`config.mk`:
```
export PLATFORM = sky130hd
export DESIGN_NAME = regfile8_onehot_wr
export DESIGN_NICKNAME = d
export VERILOG_FILES = /design/src/rtl/regfile_pkg.sv /design/src/rtl/onehot8_to_idx.sv /design/src/rtl/regfile8_onehot_wr.sv
export SDC_FILE = /design/constraint.sdc
export NUM_CORES = 1
export LEC_CHECK = 0
export ABC_AREA = 1
export CAP_MARGIN = 20
export CELL_PAD_IN_SITES_DETAIL_PLACEMENT = 0
export CELL_PAD_IN_SITES_GLOBAL_PLACEMENT = 1
export CORE_ASPECT_RATIO = 2
export CORE_MARGIN = 2
export CORE_UTILIZATION = 38
export DETAILED_ROUTE_END_ITERATION = 10
export GPL_TIMING_DRIVEN = 0
export PLACE_DENSITY_LB_ADDON = 0.05
export SYNTH_ARGS = -nofsm -noshare
export SYNTH_HDL_FRONTEND = slang
export SYNTH_SLANG_ARGS = --single-unit
```
`constraint.sdc`:
```
create_clock -name Clock -period 2.06 [get_ports Clock]
set_clock_uncertainty 0.15 [all_clocks]
set_input_delay 0.618 -clock Clock [delete_from_list [all_inputs] [get_ports Clock]]
set_output_delay 0.618 -clock Clock [all_outputs]
set_load 0.05 [all_outputs]
```
`src/rtl/regfile_pkg.sv`:
```
// Shared types for the one-hot-write register file.
// Holds register count, index width, clear FSM states and a one-hot test.
package regfile_pkg;

   localparam int NREG  = 8;
   localparam int IDX_W = 3;

   typedef enum logic [1:0] {
      IDLE  = 2'd0,
      CLEAR = 2'd1,
      DONE  = 2'd2
   } clr_state_e;

   // True when exactly one bit of v is set; v & (v-1) drops the lowest one.
   function automatic logic is_onehot8(input logic [7:0] v);
      return (v != 8'd0) && ((v & (v - 8'd1)) == 8'd0);
   endfunction

endpackage

```
`src/rtl/onehot8_to_idx.sv`:
```
// Converts an 8-bit one-hot select into a 3-bit index.
// Ports: oh_i (one-hot in), idx_o (index), valid_o (input was one-hot).
module onehot8_to_idx
   import regfile_pkg::*;
(
   input  logic [7:0]       oh_i,
   output logic [IDX_W-1:0] idx_o,
   output logic             valid_o
);

   always_comb begin
      idx_o = '0;
      for (int i = 0; i < NREG; i++) begin
         if (oh_i[i]) idx_o = IDX_W'(i);
      end
   end

   assign valid_o = is_onehot8(oh_i);

endmodule

```
`src/rtl/regfile8_onehot_wr.sv`:
```
// 8-entry register file written by a one-hot decoder strobe, with two
// registered read ports (write-through bypass) and a sequential clear
// engine.
// Ports: Clock, Resetn (async, active-low); Wr/WrSel/WrData write port;
// RdAddrA/B in, RdDataA/B out; Clr in, Busy/ClrDone/WrErr status out.
module regfile8_onehot_wr
   import regfile_pkg::*;
#(
   parameter int WIDTH = 8
) (
   input  logic             Clock,
   input  logic             Resetn,
   input  logic             Wr,
   input  logic [7:0]       WrSel,
   input  logic [WIDTH-1:0] WrData,
   input  logic [IDX_W-1:0] RdAddrA,
   input  logic [IDX_W-1:0] RdAddrB,
   output logic [WIDTH-1:0] RdDataA,
   output logic [WIDTH-1:0] RdDataB,
   input  logic             Clr,
   output logic             Busy,
   output logic             ClrDone,
   output logic             WrErr
);

   clr_state_e       state_q, state_d;
   logic [IDX_W-1:0] idx_q, idx_d;
   logic [WIDTH-1:0] regs_q [NREG];
   logic [WIDTH-1:0] regs_d [NREG];
   logic [WIDTH-1:0] rda_q, rda_d;
   logic [WIDTH-1:0] rdb_q, rdb_d;
   logic             werr_q, werr_d;

   logic [IDX_W-1:0] wr_idx;
   logic             sel_ok;
   logic             wr_ok;
   logic             idle;

   onehot8_to_idx u_sel (
      .oh_i    (WrSel),
      .idx_o   (wr_idx),
      .valid_o (sel_ok)
   );

   assign idle  = (state_q == IDLE);
   assign wr_ok = Wr && idle && sel_ok;

   always_comb begin
      state_d = state_q;
      idx_d   = idx_q;
      unique case (state_q)
         IDLE: begin
            if (Clr) begin
               state_d = CLEAR;
               idx_d   = '0;
            end
         end
         CLEAR: begin
            idx_d = idx_q + IDX_W'(1);
            if (idx_q == IDX_W'(NREG - 1)) state_d = DONE;
         end
         DONE:    state_d = IDLE;
         default: state_d = IDLE;
      endcase
   end

   // Write and clear are exclusive: writes only land in IDLE.
   always_comb begin
      regs_d = regs_q;
      for (int i = 0; i < NREG; i++) begin
         if (state_q == CLEAR && idx_q == IDX_W'(i)) begin
            regs_d[i] = '0;
         end else if (wr_ok && wr_idx == IDX_W'(i)) begin
            regs_d[i] = WrData;
         end
      end
   end

   // Reading the next-state array gives the same-edge bypass.
   assign rda_d  = regs_d[RdAddrA];
   assign rdb_d  = regs_d[RdAddrB];
   assign werr_d = Wr && (!idle || !sel_ok);

   always_ff @(posedge Clock or negedge Resetn) begin
      if (!Resetn) begin
         state_q <= IDLE;
         idx_q   <= '0;
         rda_q   <= '0;
         rdb_q   <= '0;
         werr_q  <= 1'b0;
         for (int i = 0; i < NREG; i++) regs_q[i] <= '0;
      end else begin
         state_q <= state_d;
         idx_q   <= idx_d;
         rda_q   <= rda_d;
         rdb_q   <= rdb_d;
         werr_q  <= werr_d;
         regs_q  <= regs_d;
      end
   end

   assign RdDataA = rda_q;
   assign RdDataB = rdb_q;
   assign Busy    = !idle;
   assign ClrDone = (state_q == DONE);
   assign WrErr   = werr_q;

endmodule

```
==> flow_summary.toml, run 1 <==
[global_routing]
grt_pass1_vias = 6402
grt_pass1_wl_um = 36640
grt_usage = 0.3232
grt_max_degree = 46
grt_overflow = 0
antenna_found_initial = 0

[floorplanning]
dieHeight_um = 174.0
pin_count = 45
initial_core_util = 0.3848
fp.dieW_um = 89.02
num_rows = 62
fp.coreArea_sq_um = 14270
die_area_sq_um = 15490

[sta]
period_share = 1.161
period_minus_slack_ns = 2.391
rsz0062_at_grt = "true"
setup_viol = 26
slew_viol_final = 0
fin_ws_ns = -0.3314
worst_slew_pin_slew_ns = 0.7422
slew_headroom = 0.5052
final_hold_viol_count = 0
clock.fmax_mhz = 418.2

[final_layout]
syn2layout_area_growth_pct = 34.44
fin_nets = 906
diodes = 0
nFillCells = 1463
final_cell_mix = "nand2_1, inv_1, nand4_1"
final_common_cell = "nand2_1"
final_core_util = 0.5174
drive_gt1_frac = 0.2289

[clock_network]
cts_buffer_depth = 2
clkSinkCount = 86
cts_buffers = 9
cts_tree = "built"
cts_hold_buf = 0
cts_root_buf = "clkbuf_16"
cts.reportedPaths.clkPinSlew_ns = 0.06
clk-insertion-delay-late_ns = 0.36
htree_levels = 3

[critical_path]
cp_max_fo = 10
worst_setup_path_start_kind = "primary input"
reg2reg_setup_slack_ns = -0.27
r2r_end = "RdDataB[2]"
r2r_start = "state_q[0]"
critical_path_required_ns = 2.16
end_kind = "flop"
crit_type = "primary input to flop"
cp_data_arrival_time_ns = 2.49
r2r.worst_path.cells = 13

[synth]
synthesis.area_sq_um = 5493
synthCells = 792
synth.net_count = 824
syn_area_per_cell_sq_um = 6.935
yosysSeqAreaShare = 0.3918
ys_ff_latch = 86
yosys_warnings = 0
ys_types = 22

[power]
internal_power_mw = 3.166
power.density_nw_per_um2 = 676.8
p_leak_nw = 3.981
clockPowerShare = 0.349
sw_frac_of_total = 0.3666
power.ir.vdd_worst_mv = 0.4579
p_switching_mw = 1.832
p_seq_frac = 0.368
combinationalPowerShare = 0.282

[routing]
drt_wl_total_um = 23830
wl_per_cell_um = 22.27
ant_nets = 0
firstDrtPassIters = 5
via_count = 6169
drtIter0Drc = 380
drc_errors = 0
vias_per_cell = 5.765

[placement]
hpwlAfterDp_um = 17280
pre_cts_ws_ns = -1.515
io_buffers = 37
routabilityCongestion = 1.076

[worst_hold_path]
hold_path.class = "primary input to async pin"

[job]
maxCapViolCount = 0

[outcome]
outcome = "finished with violations"
violations = "setup timing"
[state kept, by name, summed over array words and instances (netlist names)]
register and cells:
WrErr 1, regs_q 64, RdDataB 8, state_q 2, idx_q 3, RdDataA 8
[worst max path at each step]
stage / slack, ns / from / cells past startpoint / to
finish: -0.33 / WrSel[1] / 14 / RdDataB[2]
global route: -0.43 / state_q[0] / 15 / RdDataB[6]
CTS: -0.27 / state_q[1] / 14 / RdDataA[0]
detailed placement: -1.52 / WrSel[2] / 13 / RdDataA[0]
global placement: -2.91 / Resetn / 1 / regs_q[10]
floorplan: -0.14 / WrSel[2] / 15 / RdDataB[6]
[power groups by stage]
stage          Clock, mW  Combinational [mW]  Sequential (mW)
2_1_floorplan          0               0.691             1.94
3_3_place_gp           0                1.25             1.86
3_5_place_dp           0                1.26             1.87
4_1_cts             1.76                1.35             1.84
5_1_grt             1.83                1.55             1.85
6_report            1.75                1.41             1.84
[worst max-delay path: stages]
cell     delay, ns
buf_2         0.13
nor2_4        0.16
nand2_2       0.10
o21ai_2       0.13
nand3_2       0.11
nor2_4        0.15
buf_6         0.14
buf_12        0.14
buf_8         0.14
nand4_1       0.13
nand4_1       0.16
nand3_2       0.16
nand3_2       0.15
nand2_1       0.06
[timing repair]
item | 4_1_cts | 5_1_grt
hold endpoints to repair | 0 | 0
endpoints found under the setup margin | 100 | 82
gates resized for setup | 162 | 65
pin swaps | 61 | 55
cloned | 2 | 0
setup buffers | 24 | 8
[logic make-up after synthesis]
| family | Yosys count | share of synthesized area |
|---|---|---|
| buffers and inverters | 185 | 0.1296 |
| and+or+nand+nor | 506 | 0.4565 |
| DFF | 86 | 0.3918 |
| adders and majority gates | 6 | 0.01367 |
| AOI/OAI and AO/OA | 9 | 0.008429 |
[cell usage after synthesis (all sizes together)]
cell type  number  area, sq um
nand2         196        735.7
clkinv          1        3.750
clkbuf         24        90.09
a21oi           2        10.01
buf            22        100.1
inv           138        518.0
o21ai           6        30.03
and3           32        200.2
nor2           18        82.58
nor3            7        40.04
o22ai           1        6.260
nand4         128        800.8
nand3         125        648.1
dfrtp          86         2152
ha              6        75.07
[per-stage QoR]
step | cell area (sq um) | instances | TNS, ns | power (mW) | hold slack (ns)
finish | 7385 | 1070 | -4.679 | 4.998 | 0.1167
global route | 7385 | 1070 | -9.107 | 5.234 | 0.1651
CTS | 7169 | 1063 | -3.824 | 4.944 | 0.1400
detailed placement | 6176 | 1022 | -82.84 | 3.131 | 0.3667
global placement | 6158 | 1021 | -330.47 | 3.109 | 0.3562
floorplan | 5548 | 792 | -3.000 | 2.631 | 0.1724
[area by class of cell]
class	instances	area (sq um)	area share
timing repair buffer	71	651.9	0.08828
clock inverter	4	72.57	0.009827
sequential	86	2152	0.2914
buffer	46	255.2	0.03456
multi-input combinational	521	3253	0.4405
clock buffer	11	232.7	0.03151
tap	192	240.2	0.03253
inverter	139	526.8	0.07133
[per-layer routing]
metal,vias to the layer above,global-route usage,part of all wire
met5,-,0,0
met4,0,0.2537,0.083
met3,105,0.04748,0.050
met1,2947,0.3483,0.34
met2,291,0.5414,0.53
li1,2826,-,-
Note: power is estimated with default switching activity, not from simulation.
==> run 2, diff against run 1 <==
--- a/config.mk
+++ b/config.mk
@@ -5,13 +5,12 @@
 export SDC_FILE = /design/constraint.sdc
 export NUM_CORES = 1
 export LEC_CHECK = 0
-export ABC_AREA = 1
 export CAP_MARGIN = 20
 export CELL_PAD_IN_SITES_DETAIL_PLACEMENT = 0
 export CELL_PAD_IN_SITES_GLOBAL_PLACEMENT = 1
 export CORE_ASPECT_RATIO = 2
 export CORE_MARGIN = 2
-export CORE_UTILIZATION = 38
+export CORE_UTILIZATION = 46
 export DETAILED_ROUTE_END_ITERATION = 10
 export GPL_TIMING_DRIVEN = 0
 export PLACE_DENSITY_LB_ADDON = 0.05
==> constraint.sdc (replaced) <==
create_clock -name Clock -period 2.3 [get_ports Clock]
set_clock_uncertainty 0.15 [all_clocks]
set_input_delay 0.69 -clock Clock [delete_from_list [all_inputs] [get_ports Clock]]
set_output_delay 0.69 -clock Clock [all_outputs]
set_load 0.05 [all_outputs]
==> flow_summary.toml, run 2 <==
[sta]
fin_ws_ns = -0.3521
setup_viol = 21
rsz0062_at_grt = "true"
finalSetupTns_ns = -4.449
period_minus_slack_ns = 2.652
worst_slew_pin_slew_ns = 0.8591
slew_headroom = 0.4234
slew_viol_final = 0
clock.fmax_mhz = 377.1
period_share = 1.153
final_hold_viol_count = 0

[global_routing]
grt_overflow = 0
grt_pass1_vias = 4554
grt_usage = 0.3010
grt_max_degree = 64
grt_pass1_wl_um = 26080
antenna_found_initial = 0

[power]
clockPowerShare = 0.350
p_leak_nw = 3.049
power.ir.vdd_worst_mv = 0.4809
internal_power_mw = 2.973
combinationalPowerShare = 0.295
sw_frac_of_total = 0.3573
p_seq_frac = 0.354
p_switching_mw = 1.653
power.density_nw_per_um2 = 688.3

[critical_path]
end_kind = "flop"
critical_path_required_ns = 2.38
r2r.worst_path.cells = 9
cp_max_fo = 8
worst_setup_path_start_kind = "primary input"
reg2reg_setup_slack_ns = -0.26
crit_type = "primary input to flop"
cp_data_arrival_time_ns = 2.73

[final_layout]
final_core_util = 0.6415
fin_nets = 594
diodes = 0
final_cell_mix = "dfrtp_1, nor2_1, mux2i_1"
drive_gt1_frac = 0.3157
largest_reg_flops = 64
final_common_cell = "dfrtp_1"
top_register = "regs_q"
final_cells = 704
syn2layout_area_growth_pct = 35.90

[floorplanning]
fp.coreArea_sq_um = 10480
initial_core_util = 0.4721
pin_count = 45
num_rows = 53
die_area_sq_um = 11650
dieHeight_um = 150.6
fp.dieW_um = 77.32

[synth]
yosys_warnings = 0
synth_top_cells_by_count = "dfrtp_1, nor2_1, mux2i_1"
synth_top_area_frac = 0.4351
synth_flop_cell = "dfrtp_1"
syn_area_per_cell_sq_um = 10.20
synthCells = 485
synthArstFlopShare = 1.000
synthesis.area_sq_um = 4946
ys_types = 66
yosysMostFrequentCell = "dfrtp_1"
yosysSeqAreaShare = 0.4351
ys_ff_latch = 86
synth.net_count = 517
yosys.area.top_type = "dfrtp_1"
synth_area_leaders = "dfrtp_1, mux2i_1, nor2_1, o221ai_1, nor2b_1"
synth_edf_count = 0

[routing]
drc_errors = 0
drtIter0Drc = 357
firstDrtPassIters = 5
wl_per_cell_um = 24.31
ant_nets = 0
via_count = 4472
drt_wl_total_um = 17110
vias_per_cell = 6.352

[job]
maxCapViolCount = 0

[clock_network]
cts_buffer_depth = 2
htree_levels = 3
clk-insertion-delay-late_ns = 0.34
cts_tree = "built"
cts_buffers = 9
cts.reportedPaths.clkPinSlew_ns = 0.06
cts_root_buf = "clkbuf_16"
cts_hold_buf = 0
clkSinkCount = 86

[outcome]
outcome = "finished with violations"
violations = "setup timing"

[placement]
numPlacedInstances = 655
io_buffers = 32
hpwlAfterDp_um = 12030
routabilityCongestion = 0.9361

[worst_hold_path]
hold_path.class = "primary input to async pin"
-- run 2: cell types whose count changed after synthesis, moves of 27 or more --
cell	previous run	this run
mux2i_1	0	58
nand3_1	122	1
nor2_1	14	76
inv_1	138	7
nand2_1	196	15
nand4_1	128	1
and3_1	32	5
-- run 2: power by group through the flow --
stage / registers, mW / clock network, mW / logic (mW)
after global routing: 1.65 / 1.70 / 1.46
after global placement: 1.66 / 0 / 1.18
final: 1.64 / 1.62 / 1.37
after detailed placement: 1.67 / 0 / 1.21
after floorplan: 1.75 / 0 / 0.685
after CTS: 1.64 / 1.64 / 1.29
-- run 2: metal layers --
metal	part of all wire	track usage	wire length, um	vias to the layer above
li1	-	-	-	1966
met1	0.35	0.3185	6001	2265
met2	0.55	0.5626	9415	183
met3	0.046	0.04796	794	58
met4	0.053	0.1598	900	0
met5	0	0	0	-
-- run 2: layout make-up --
type | count | area [sq um]
plain buffers | 37 | 245.2
clock buffers | 10 | 239.0
clock inverters | 6 | 93.84
fillers | 907 | 3756
inverters | 8 | 30.03
multi-input cells | 353 | 3141
flip-flops and latches | 86 | 2153
well taps | 137 | 171.4
repair buffers | 67 | 648.1
-- run 2: cells by family (layout without fill, tap and decap cells) --
kind of cell	Yosys count	in the layout	synth area share
and+or+nand+nor	172	172	0.1988
AOI/OAI and AO/OA	107	107	0.1700
DFF	86	86	0.4351
muxes	66	66	0.1356
buffers and inverters	46	128	0.04149
adders and majority gates	7	7	0.01720
xor gates and xnor gates	1	1	0.001771
-- run 2: path summary, 6_finish.rpt --
path,from,endpoint
worst max-delay path,WrSel[3],RdDataB[3]
worst min-delay path,Resetn,regs_q[38]
worst max register to register,state_q[0],RdDataB[7]
worst min register to register,regs_q[55],regs_q[55]
max in group asynchronous,Resetn,regs_q[63]
min in group Clock,regs_q[55],regs_q[55]
-- run 2: per-stage QoR --
stage | hold slack (ns) | power, mW | instance area [sq um] | setup WS (ns)
floorplan | 0.2444 | 2.434 | 5062 | -0.4392
CTS | 0.1105 | 4.565 | 6511 | -0.3352
global placement | 0.3706 | 2.848 | 5554 | -2.641
global route | 0.1200 | 4.805 | 6721 | -0.4365
finish | 0.1021 | 4.626 | 6721 | -0.3521
detailed placement | 0.3849 | 2.871 | 5579 | -1.459
-- run 2: repair_timing --
action,4_1_cts,5_1_grt
gates resized for setup,136,47
setup endpoints to repair,99,27
pin swaps,43,20
cloned,3,0
buffers inserted,29,6
-- run 2: worst max-delay path: stages --
cell	delay [ns]
buf_8	0.10
buf_6	0.12
buf_4	0.13
nor4_4	0.29
buf_6	0.17
nand4_4	0.23
mux2i_1	0.33
nor2_1	0.09
a221o_1	0.37
and4_1	0.19
==> run 3, diff against run 2 <==
--- a/config.mk
+++ b/config.mk
@@ -5,7 +5,6 @@
 export SDC_FILE = /design/constraint.sdc
 export NUM_CORES = 1
 export LEC_CHECK = 0
-export CAP_MARGIN = 20
 export CELL_PAD_IN_SITES_DETAIL_PLACEMENT = 0
 export CELL_PAD_IN_SITES_GLOBAL_PLACEMENT = 1
 export CORE_ASPECT_RATIO = 2
==> results of run 3 <==
The final DEF is identical to that of run 2; final timing and power are the same.
